--- config.mk ---
export PLATFORM = sky130hd
export DESIGN_NAME = pbuff_sobel_scan_flat
export DESIGN_NICKNAME = d
export VERILOG_FILES = /design/src/rtl/pbuff_sobel_scan_if.sv /design/src/rtl/pbuff_sobel_scan.sv /design/src/flat_wrapper.sv
export SDC_FILE = /design/constraint.sdc
export NUM_CORES = 1
export LEC_CHECK = 0
export ABC_AREA = 1
export CORE_UTILIZATION = 35
export CTS_BUF_LIST = sky130_fd_sc_hd__clkbuf_4 sky130_fd_sc_hd__clkbuf_8
export DETAILED_ROUTE_END_ITERATION = 8
export PLACE_DENSITY_LB_ADDON = 0.25
export REMOVE_ABC_BUFFERS = 1
export SKIP_LAST_GASP = 1
export SYNTH_ARGS = -nofsm -noshare
export SYNTH_HDL_FRONTEND = slang
export SYNTH_SLANG_ARGS = --single-unit
--- constraint.sdc ---
create_clock -name clk -period 12.4 [get_ports clk]
set_clock_uncertainty 0.1 [all_clocks]
set_input_delay 2.48 -clock clk [delete_from_list [all_inputs] [get_ports clk]]
set_output_delay 2.48 -clock clk [all_outputs]
set_load 0.05 [all_outputs]
--- src/rtl/pbuff_sobel_scan_if.sv ---
// Bus between the Sobel column scanner, the partial buffer read port and the pixel write stage.
// master = scanner side, slave = buffer/consumer side.
interface pbuff_sobel_scan_if #(
  parameter int AWIDTH = 10,
  parameter int DWIDTH = 12,
  parameter int SLICE  = 3
);
  logic                      start;
  logic [AWIDTH-1:0]         raddr;
  logic [DWIDTH*SLICE-1:0]   rdata;
  logic                      busy;
  logic                      out_valid;
  logic [AWIDTH-1:0]         out_col;
  logic [DWIDTH-1:0]         out_pix;
  logic                      done;
  logic                      overrun;

  modport master (
    input  start,
    input  rdata,
    output raddr,
    output busy,
    output out_valid,
    output out_col,
    output out_pix,
    output done,
    output overrun
  );

  modport slave (
    output start,
    output rdata,
    input  raddr,
    input  busy,
    input  out_valid,
    input  out_col,
    input  out_pix,
    input  done,
    input  overrun
  );
endinterface

--- src/rtl/pbuff_sobel_scan.sv ---
// Scans a committed partial-buffer slice column by column and streams a 3x3 Sobel edge magnitude
// of the centre row as RGB444 grey. Optional macro SOBEL_BORDER_REPLICATE_EN replicates edge columns.
module pbuff_sobel_scan #(
  parameter int HWIDTH = 640,
  parameter int AWIDTH = 10,
  parameter int DWIDTH = 12,
  parameter int SLICE  = 3
) (
  input  logic               clk,
  input  logic               rst,
  pbuff_sobel_scan_if.master bus
);

  localparam logic [1:0] ST_IDLE  = 2'd0;
  localparam logic [1:0] ST_SCAN  = 2'd1;
  localparam logic [1:0] ST_FLUSH = 2'd2;

  localparam logic [AWIDTH-1:0] LAST_COL = AWIDTH'(HWIDTH - 1);

  logic [1:0]        state;
  logic [AWIDTH-1:0] raddr_q;
  logic              overrun_q;

  // Pipeline: read issue -> rdata -> luma -> window centre -> output register.
  logic              rd_vld;
  logic [AWIDTH-1:0] rd_col;
  logic              y_vld;
  logic [AWIDTH-1:0] y_col;
  logic              c_vld;
  logic [AWIDTH-1:0] c_col;

  // Each window column packs three 6-bit luma values, row r at [6*r +: 6].
  logic [17:0]       lum_n;
  logic [17:0]       win_c;
  logic [17:0]       win_p;
  logic [17:0]       lum_rdata;

  logic              out_valid_q;
  logic [AWIDTH-1:0] out_col_q;
  logic [DWIDTH-1:0] out_pix_q;
  logic              done_q;

  function automatic logic [5:0] luma(input logic [11:0] p);
    return {2'b00, p[11:8]} + {1'b0, p[7:4], 1'b0} + {2'b00, p[3:0]};
  endfunction

  function automatic logic [7:0] wsum(input logic [5:0] a, input logic [5:0] b,
                                      input logic [5:0] c);
    return {2'b00, a} + {1'b0, b, 1'b0} + {2'b00, c};
  endfunction

  function automatic logic [7:0] abs9(input logic signed [8:0] v);
    logic [8:0] m;
    m = v[8] ? 9'(-v) : 9'(v);
    return m[7:0];
  endfunction

  always_comb begin
    lum_rdata = '0;
    for (int r = 0; r < 3; r++) begin
      lum_rdata[6*r +: 6] = luma(bus.rdata[DWIDTH*r +: 12]);
    end
  end

  always_ff @(posedge clk or posedge rst) begin
    if (rst) begin
      state     <= ST_IDLE;
      raddr_q   <= '0;
      overrun_q <= 1'b0;
    end else begin
      case (state)
        ST_IDLE: begin
          if (bus.start) begin
            state   <= ST_SCAN;
            raddr_q <= '0;
          end
        end
        ST_SCAN: begin
          if (raddr_q == LAST_COL) begin
            state <= ST_FLUSH;
          end else begin
            raddr_q <= raddr_q + 1'b1;
          end
        end
        ST_FLUSH: begin
          if (done_q) begin
            state <= ST_IDLE;
          end
        end
        default: state <= ST_IDLE;
      endcase
      if (bus.start && (state != ST_IDLE)) begin
        overrun_q <= 1'b1;
      end
    end
  end

  always_ff @(posedge clk or posedge rst) begin
    if (rst) begin
      rd_vld <= 1'b0;
      rd_col <= '0;
      y_vld  <= 1'b0;
      y_col  <= '0;
      c_vld  <= 1'b0;
      c_col  <= '0;
      lum_n  <= '0;
      win_c  <= '0;
      win_p  <= '0;
    end else begin
      rd_vld <= (state == ST_SCAN);
      rd_col <= raddr_q;
      y_vld  <= rd_vld;
      y_col  <= rd_col;
      c_vld  <= y_vld;
      c_col  <= y_col;
      lum_n  <= lum_rdata;
      win_c  <= lum_n;
      win_p  <= win_c;
    end
  end

  // Neighbour selection: at the borders the missing column never comes from the buffer.
  logic [17:0]       col_l;
  logic [17:0]       col_r;
  logic              zero_border;
  logic [7:0]        sum_l;
  logic [7:0]        sum_r;
  logic [7:0]        sum_top;
  logic [7:0]        sum_bot;
  logic signed [8:0] gx;
  logic signed [8:0] gy;
  logic [8:0]        mag;
  logic [3:0]        g;

  always_comb begin
    col_l       = win_p;
    col_r       = lum_n;
    zero_border = 1'b0;
    if (c_col == '0) begin
`ifdef SOBEL_BORDER_REPLICATE_EN
      col_l = win_c;
`else
      zero_border = 1'b1;
`endif
    end
    if (c_col == LAST_COL) begin
`ifdef SOBEL_BORDER_REPLICATE_EN
      col_r = win_c;
`else
      zero_border = 1'b1;
`endif
    end

    sum_l   = wsum(col_l[5:0], col_l[11:6], col_l[17:12]);
    sum_r   = wsum(col_r[5:0], col_r[11:6], col_r[17:12]);
    sum_top = wsum(col_l[5:0], win_c[5:0], col_r[5:0]);
    sum_bot = wsum(col_l[17:12], win_c[17:12], col_r[17:12]);
    gx      = $signed({1'b0, sum_r}) - $signed({1'b0, sum_l});
    gy      = $signed({1'b0, sum_bot}) - $signed({1'b0, sum_top});
    mag     = {1'b0, abs9(gx)} + {1'b0, abs9(gy)};
    g       = (mag[8:3] > 6'd15) ? 4'hF : mag[6:3];
    if (zero_border) begin
      g = 4'h0;
    end
  end

  always_ff @(posedge clk or posedge rst) begin
    if (rst) begin
      out_valid_q <= 1'b0;
      out_col_q   <= '0;
      out_pix_q   <= '0;
      done_q      <= 1'b0;
    end else begin
      out_valid_q <= c_vld;
      done_q      <= c_vld && (c_col == LAST_COL);
      if (c_vld) begin
        out_col_q <= c_col;
        out_pix_q <= {g, g, g};
      end
    end
  end

  assign bus.raddr     = raddr_q;
  assign bus.busy      = (state != ST_IDLE);
  assign bus.out_valid = out_valid_q;
  assign bus.out_col   = out_col_q;
  assign bus.out_pix   = out_pix_q;
  assign bus.done      = done_q;
  assign bus.overrun   = overrun_q;

endmodule
--- src/flat_wrapper.sv ---
// flat-port wrapper written by rule: the top's interface ports become plain ports
module pbuff_sobel_scan_flat 
#(
  parameter int HWIDTH = 640,
  parameter int AWIDTH = 10,
  parameter int DWIDTH = 12,
  parameter int SLICE  = 3
)
  (clk, rst, bus_start, bus_rdata, bus_raddr, bus_busy, bus_out_valid, bus_out_col, bus_out_pix, bus_done, bus_overrun);
  pbuff_sobel_scan_if #(.AWIDTH(AWIDTH), .DWIDTH(DWIDTH), .SLICE(SLICE)) bus_i ();
  input  logic clk;
  input  logic rst;
  input wire logic [$bits(bus_i.start)-1:0] bus_start;
  input wire logic [$bits(bus_i.rdata)-1:0] bus_rdata;
  output wire logic [$bits(bus_i.raddr)-1:0] bus_raddr;
  output wire logic [$bits(bus_i.busy)-1:0] bus_busy;
  output wire logic [$bits(bus_i.out_valid)-1:0] bus_out_valid;
  output wire logic [$bits(bus_i.out_col)-1:0] bus_out_col;
  output wire logic [$bits(bus_i.out_pix)-1:0] bus_out_pix;
  output wire logic [$bits(bus_i.done)-1:0] bus_done;
  output wire logic [$bits(bus_i.overrun)-1:0] bus_overrun;
  assign bus_i.start = bus_start;
  assign bus_i.rdata = bus_rdata;
  assign bus_raddr = bus_i.raddr;
  assign bus_busy = bus_i.busy;
  assign bus_out_valid = bus_i.out_valid;
  assign bus_out_col = bus_i.out_col;
  assign bus_out_pix = bus_i.out_pix;
  assign bus_done = bus_i.done;
  assign bus_overrun = bus_i.overrun;
  pbuff_sobel_scan #(.HWIDTH(HWIDTH), .AWIDTH(AWIDTH), .DWIDTH(DWIDTH), .SLICE(SLICE)) u_core (.clk(clk), .rst(rst), .bus(bus_i));
endmodule
==> results.txt, run 1 <==
----------------------------------------------------
[Synth]
  Synthesized area per cell ... 9.493 µm²
  Distinct cells, synth ... 34
  Synth top area cells ... sky130_fd_sc_hd__dfrtp_1 (42%), sky130_fd_sc_hd__fa_1 (17%), sky130_fd_sc_hd__nand2_1 (9.2%)
  Post-synth top area cell ... sky130_fd_sc_hd__dfrtp_1
  Number of synthesis warnings ... 0
  Post-synthesis sequential area ratio ... 42.06%
  Post-synthesis instance total ... 727
  Yosys top cell area share ... 42.06%
  Combined area of all synthesized cells ... 6902 µm²
  Number of synthesized register bits ... 116

[CTS]
  Clk_lat worst skew ... 430 ps
  Num CTS Buffers ... 17
  Total of cells resized after clock tree synthesis ... 0
  Clk sinks ... 116
  Total of hold buffers inserted after clock tree synthesis ... 0
  Postcts setup bufs ... 0
  Number of H-tree branching levels ... 4
  Clock tree from TritonCTS ... built
  Buffer depth of the longest clock path ... 2
  Root buf cell ... sky130_fd_sc_hd__clkbuf_8
  Clock transition at the registers of the reported paths ... 70 ps

[Placement]
  Routability-driven placement congestion ratio ... 0.8466
  Placement Cell Area ... 7866 µm²
  Number of buffer cells added on primary ports ... 74
  DP HPWL ... 9946 µm

[Min path]
  Hold Path Origin ... u_core.rd_col[4]
  Min-Delay Path Class ... register to register

[Timing]
  Final min period ... 4866 ps
  Worst slew margin relative to its limit ... 30.87%
  Final Setup Violations ... 0
  Post-route setup TNS ... 0 ps
  Actual transition at the worst max-transition pin ... 1037 ps
  Setup repair after global routing missed its margin ... no
  Fin crit share ... 39.24%
  Upper clock frequency limit ... 205.5 MHz
  Number of max-slew violations in the final report ... 0
  Hold Violations, Final ... 0
  Smallest hold slack ... 245.0 ps

[Worst setup path]
  Critical path class ... register to register
  Worst stage delay on the critical path ... 570 ps
  Kind of cell adding the most delay to the critical path ... adder cells
  Worst reg-to-reg path cell count ... 22
  End of the critical path ... u_core.bus.out_pix[9]
  WP depth ... 22
  Nature of the critical path startpoint ... register
  Critical path startpoint ... u_core.col_r[5]
  Count of buffering cells on the critical path with inverters included ... 5
  Critical path required time ... 12620 ps
  Critical-path top delay cell ... sky130_fd_sc_hd__fa_1
  Type of destination of the critical path ... register
  RR Endpoint ... u_core.bus.out_pix[9]
  Largest driver fanout on the critical path ... 13
  Worst-path cell chain ... inv_1, fa_1, inv_1, fa_1, fa_1, inv_1, ha_1, a21oi_2, o21ai_1, a21oi_4, o21ai_1, o21ai_0, inv_1, ha_1, nand2_1, inv_1, nand2_1, nand2_1, a21oi_1, nand3_1, nand2_1, nand2_1
  Setup slack of the most critical reg-to-reg path ... 7530 ps
  FF-to-FF Start ... u_core.col_r[5]
  Worst endpoint data arrival time ... 5080 ps

[Cells and area]
  Net count of the finished layout ... 948
  Most used cells in the layout excluding fill and tap cells ... sky130_fd_sc_hd__nand2_1 (169), sky130_fd_sc_hd__inv_1 (155), sky130_fd_sc_hd__dfrtp_1 (116), sky130_fd_sc_hd__clkdlybuf4s50_1 (74), sky130_fd_sc_hd__fa_1 (58)
  Post-route standard cell area excluding fillers ... 8229 µm²
  Layout Area Growth over Synthesis ... 19.23%
  Final Core Density ... 43.27%
  Fraction of layout instances using a drive strength above 1 ... 5.739%
  Number of diodes ... 0
  Leading cell type in the layout, fill and taps excluded ... sky130_fd_sc_hd__nand2_1

[Floorplan]
  Width of the die ... 142.4 µm
  Starting utilization of the core area ... 36.29%
  Core Box Area ... 19020 µm²
  Row count ... 50
  Die outline area ... 20280 µm²
  Die boundary height ... 142.4 µm
  Boundary pin count ... 75

[Route]
  Total iterations of the first detailed-routing run ... 4
  Vias ... 4697
  Number of design rule violations left after detail routing ... 0
  Starting DRT DRC Count ... 165
  Max layer used ... met4
  Detailed Route WL ... 12290 µm
  Length of routed met3 wiring ... 397 µm
  Number of nets with antenna violations after detailed routing ... 0
  M1 WL ... 5915 µm
  Total met2 wirelength after detailed routing ... 5677 µm
  Vias per std cell ... 4.353
  Mean routed wirelength per cell ... 11.39 µm

[GRT]
  Initial antenna violation count ... 0
  Number of global-route vias before repair ... 4735
  First-pass GRT wire length ... 21670 µm
  Total routing resource utilization after global routing ... 13.73%
  Gr ovfl total ... 0
  Largest net degree at the start of global routing ... 86

[Flow run]
  MaxCap Viol Count ... 0

[Status]
  Result of the run ... complete, no violations

----------------------------------------------------
[metrics by stage]
stage / setup WS [ps] / std cells
after floorplan: 6748 / 712
after global placement: 7582 / 1047
after detailed placement: 7551 / 1047
after CTS: 7509 / 1079
after global routing: 7122 / 1079
final: 7534 / 1079
[cells by family after synthesis]
kind of cell / share of synthesized area [%]
AOI/OAI and AO/OA: 4.460
xor gates and xnor gates: 1.396
adders and majority gates: 24.98
buffers and inverters: 10.15
DFF: 42.06
and+or+nand+nor: 16.95
[worst min-delay path by stage]
stage	to	slack, ps	cells past startpoint
after CTS	u_core.c_col[5]	250	0
after detailed placement	u_core.c_col[5]	230	0
after global placement	u_core.y_col[9]	230	0
final	u_core.y_col[4]	250	0
after global routing	u_core.c_col[4]	250	0
after floorplan	u_core.c_col[0]	230	0
[layout make-up]
type	count	area, µm²
timing repair buffer	75	748.2
tap	260	325.3
multi-input combinational	439	3298
inverter	157	591.8
sequential	116	2903
clock inverter	8	51.30
fill	1885	10790
clock buffer	24	311.5
[worst register-to-register path, cell delays in order (launching register included)]
cell and delay (ps):
sky130_fd_sc_hd__dfrtp_1 400, sky130_fd_sc_hd__inv_1 80, sky130_fd_sc_hd__fa_1 530, sky130_fd_sc_hd__inv_1 50
sky130_fd_sc_hd__fa_1 500, sky130_fd_sc_hd__fa_1 570, sky130_fd_sc_hd__inv_1 50, sky130_fd_sc_hd__ha_1 380
sky130_fd_sc_hd__a21oi_2 250, sky130_fd_sc_hd__o21ai_1 130, sky130_fd_sc_hd__a21oi_4 310, sky130_fd_sc_hd__o21ai_1 110
sky130_fd_sc_hd__o21ai_0 120, sky130_fd_sc_hd__inv_1 70, sky130_fd_sc_hd__ha_1 330, sky130_fd_sc_hd__nand2_1 90
sky130_fd_sc_hd__inv_1 40, sky130_fd_sc_hd__nand2_1 90, sky130_fd_sc_hd__nand2_1 70, sky130_fd_sc_hd__a21oi_1 260
sky130_fd_sc_hd__nand3_1 110, sky130_fd_sc_hd__nand2_1 70, sky130_fd_sc_hd__nand2_1 60
[metal layers]
metal  global-route usage, %  vias to the layer above
li1                        -                     2389
met1                   18.00                     2189
met2                   21.93                       93
met3                   2.927                       26
met4                   5.999                        0
met5                       0                        -
[cells in the mapped netlist]
master	count
sky130_fd_sc_hd__inv_1	156
sky130_fd_sc_hd__o32ai_1	2
sky130_fd_sc_hd__o21a_1	1
sky130_fd_sc_hd__nand2_2	1
sky130_fd_sc_hd__fa_1	58
sky130_fd_sc_hd__nand3b_1	5
sky130_fd_sc_hd__nor3_1	7
sky130_fd_sc_hd__nand2_1	169
sky130_fd_sc_hd__clkbuf_1	2
sky130_fd_sc_hd__nor2_2	1
sky130_fd_sc_hd__buf_4	8
sky130_fd_sc_hd__nor2_1	24
sky130_fd_sc_hd__dfrtp_1	116
sky130_fd_sc_hd__and3_1	1
sky130_fd_sc_hd__xnor2_1	4
sky130_fd_sc_hd__a21oi_2	1
sky130_fd_sc_hd__xor2_1	7
sky130_fd_sc_hd__buf_6	3
sky130_fd_sc_hd__nand2b_1	1
sky130_fd_sc_hd__nor4_1	1
sky130_fd_sc_hd__o21ai_0	16
sky130_fd_sc_hd__o21ai_2	6
sky130_fd_sc_hd__inv_2	1
sky130_fd_sc_hd__nand3_2	1
sky130_fd_sc_hd__a21oi_4	1
sky130_fd_sc_hd__buf_2	2
sky130_fd_sc_hd__nand4_1	12
sky130_fd_sc_hd__a21o_1	1
sky130_fd_sc_hd__o31ai_1	1
sky130_fd_sc_hd__o21ai_1	2
sky130_fd_sc_hd__a21oi_1	20
sky130_fd_sc_hd__or2_2	1
sky130_fd_sc_hd__ha_1	45
sky130_fd_sc_hd__nand3_1	50
[flip-flops by register name, indices dropped and copies added, names as in the netlist, 2 cells and up]
register,cells
u_core.bus.out_pix,4
u_core.c_col,10
u_core.y_col,10
u_core.bus.out_col,10
u_core.col_r,18
u_core.bus.raddr,10
u_core.rd_col,10
u_core.col_l,18
u_core.win_c,18
u_core.state,2
Power of run 1 is left out: the tool's default activity adds up to more than one toggle a clock period on the data nets, which glitch-free logic cannot reach.
==> run 2: changes to the inputs <==
- clock period: 12.4 -> 4.9 ns (I/O delays scaled with it)
==> run 2 against run 1 <==
  * Count of clock-buffer cells in the layout is 3 lower
  * Sequential share of layout area is 1.1 points lower
  * Wire length hardly changed
  * Hold slack better by 2.6 ps
  * Register-to-register slack worse by 7200 ps
  * Largest cell class unchanged
  * First-iteration DRC count is 8.5% higher
  * Die area stayed put
==> results.txt, run 2 (synthesis results as in run 1) <==
----------------------------------------------------
[Status]
  Result of the run ... complete, no violations

[Floorplan]
  Core Box Area ... 19020 µm²
  Boundary pin count ... 75
  Row count ... 50
  Die boundary height ... 142.4 µm
  Die outline area ... 20280 µm²
  Width of the die ... 142.4 µm
  Starting utilization of the core area ... 36.29%

[Min path]
  Hold Path Stages ... 0
  Hold Path Origin ... u_core.y_col[1]
  Hold worst-path end ... u_core.c_col[1]
  Min-Delay Path Class ... register to register

[GRT]
  Number of global-route vias before repair ... 4688
  Initial antenna violation count ... 0
  Largest net degree at the start of global routing ... 63
  Total routing resource utilization after global routing ... 13.65%
  First-pass GRT wire length ... 21590 µm
  Gr ovfl total ... 0

[Cells and area]
  Fraction of layout instances using a drive strength above 1 ... 8.585%
  Final-layout fill cell count ... 1844
  Most used cells in the layout excluding fill and tap cells ... sky130_fd_sc_hd__nand2_1 (166), sky130_fd_sc_hd__inv_1 (155), sky130_fd_sc_hd__dfrtp_1 (115), sky130_fd_sc_hd__clkdlybuf4s50_1 (74), sky130_fd_sc_hd__fa_1 (57)
  Number of diodes ... 0
  Leading cell type in the layout, fill and taps excluded ... sky130_fd_sc_hd__nand2_1
  Net count of the finished layout ... 956
  Layout Area Growth over Synthesis ... 23.02%

[CTS]
  Number of H-tree branching levels ... 4
  Clock tree from TritonCTS ... built
  Clk_lat worst skew ... 430 ps
  Buffer depth of the longest clock path ... 2
  Num CTS Buffers ... 17
  Root buf cell ... sky130_fd_sc_hd__clkbuf_8
  Clock transition at the registers of the reported paths ... 70 ps
  Clk sinks ... 116

[Timing]
  Hold Violations, Final ... 0
  Final Setup Violations ... 0
  Upper clock frequency limit ... 217.8 MHz
  Fin crit share ... 93.70%
  Worst slew margin relative to its limit ... 50.46%
  Final min period ... 4591 ps
  Smallest hold slack ... 247.6 ps
  Actual transition at the worst max-transition pin ... 740.4 ps
  Number of max-slew violations in the final report ... 0

[Placement]
  DP HPWL ... 9589 µm
  Routability-driven placement congestion ratio ... 0.8210
  Number of buffer cells added on primary ports ... 74

[Route]
  Number of nets with antenna violations after detailed routing ... 0
  Total iterations of the first detailed-routing run ... 4
  Detailed Route WL ... 12290 µm
  Mean routed wirelength per cell ... 11.31 µm
  Number of design rule violations left after detail routing ... 0
  Vias per std cell ... 4.364
  Vias ... 4744
  Starting DRT DRC Count ... 179

[Worst setup path]
  Worst endpoint data arrival time ... 4820 ps
  Worst reg-to-reg path cell count ... 21
  Largest driver fanout on the critical path ... 7
  Nature of the critical path startpoint ... register
  Critical path class ... register to register
  Critical path required time ... 5130 ps
  Setup slack of the most critical reg-to-reg path ... 310 ps
  Type of destination of the critical path ... register
  RR Endpoint ... u_core.bus.out_pix[7]
  FF-to-FF Start ... u_core.col_r[5]

[Flow run]
  MaxCap Viol Count ... 0

----------------------------------------------------
==> run 2: area by class of cell <==
type                            count  area [µm²]  area share [%]
Multi-Input combinational cell    440        3392           39.95
Inverter                          157       594.3           7.000
Clock buffer                       21       289.0           3.404
Timing Repair Buffer               82       813.3           9.579
Clock inverter                     11       172.7           2.034
Sequential cell                   116        2904           34.20
Tap cell                          260       325.3           3.831
==> run 2: how the worst max path moves through the flow <==
stage                    start                      to  slack (ps)  cells after the start
3_3_place_gp   u_core.col_r[5]   u_core.bus.out_pix[9]         130                     22
2_1_floorplan  u_core.col_r[5]  u_core.bus.out_pix[10]         500                     21
4_1_cts        u_core.col_r[5]   u_core.bus.out_pix[7]          60                     21
3_5_place_dp   u_core.col_r[5]   u_core.bus.out_pix[7]         100                     21
5_1_grt        u_core.col_r[0]   u_core.bus.out_pix[8]         -10                     22
6_report       u_core.col_r[5]   u_core.bus.out_pix[7]         310                     21
==> run 2: per-stage QoR <==
step                utilization [%]  worst slack [ps]  setup TNS, ps  instance area, µm²  std cells
finish                        44.64             308.8              0                8491       1087
global route                  44.64            -9.774         -19.41                8491       1087
CTS                           43.89             59.15              0                8348       1080
detailed placement            41.47             102.4              0                7886       1048
global placement              41.47             126.1              0                7886       1048
floorplan                         -             498.7              0                6790        712
==> run 2: metal layers <==
metal	GRT usage (%)	share of wire, %
met2	20.74	45
met1	18.78	49
met5	0	0
met4	6.225	2.3
met3	2.759	3.5
==> run 2: critical path, stage by stage (launching register included) <==
cell	delay, ps
sky130_fd_sc_hd__dfrtp_1	400
sky130_fd_sc_hd__inv_1	80
sky130_fd_sc_hd__fa_1	530
sky130_fd_sc_hd__inv_1	60
sky130_fd_sc_hd__fa_1	440
sky130_fd_sc_hd__fa_1	550
sky130_fd_sc_hd__inv_1	50
sky130_fd_sc_hd__ha_1	370
sky130_fd_sc_hd__nand2_1	180
sky130_fd_sc_hd__o21ai_2	130
sky130_fd_sc_hd__a21oi_4	240
sky130_fd_sc_hd__nand2_1	100
sky130_fd_sc_hd__xor2_1	160
sky130_fd_sc_hd__ha_1	360
sky130_fd_sc_hd__nand2_1	140
sky130_fd_sc_hd__inv_1	50
sky130_fd_sc_hd__a21oi_1	190
sky130_fd_sc_hd__nand3b_1	100
sky130_fd_sc_hd__nand2_1	70
sky130_fd_sc_hd__nand3_1	70
sky130_fd_sc_hd__nand2_1	60
sky130_fd_sc_hd__nand2_1	50
==> run 2: timing repair <==
action / 4_1_cts / 5_1_grt
hold buffers: 0 / 0
endpoints found under the setup margin: 0 / 4
resized for setup: 0 / 22
setup buffers: 0 / 6
Power of run 2 is left out for the same reason.
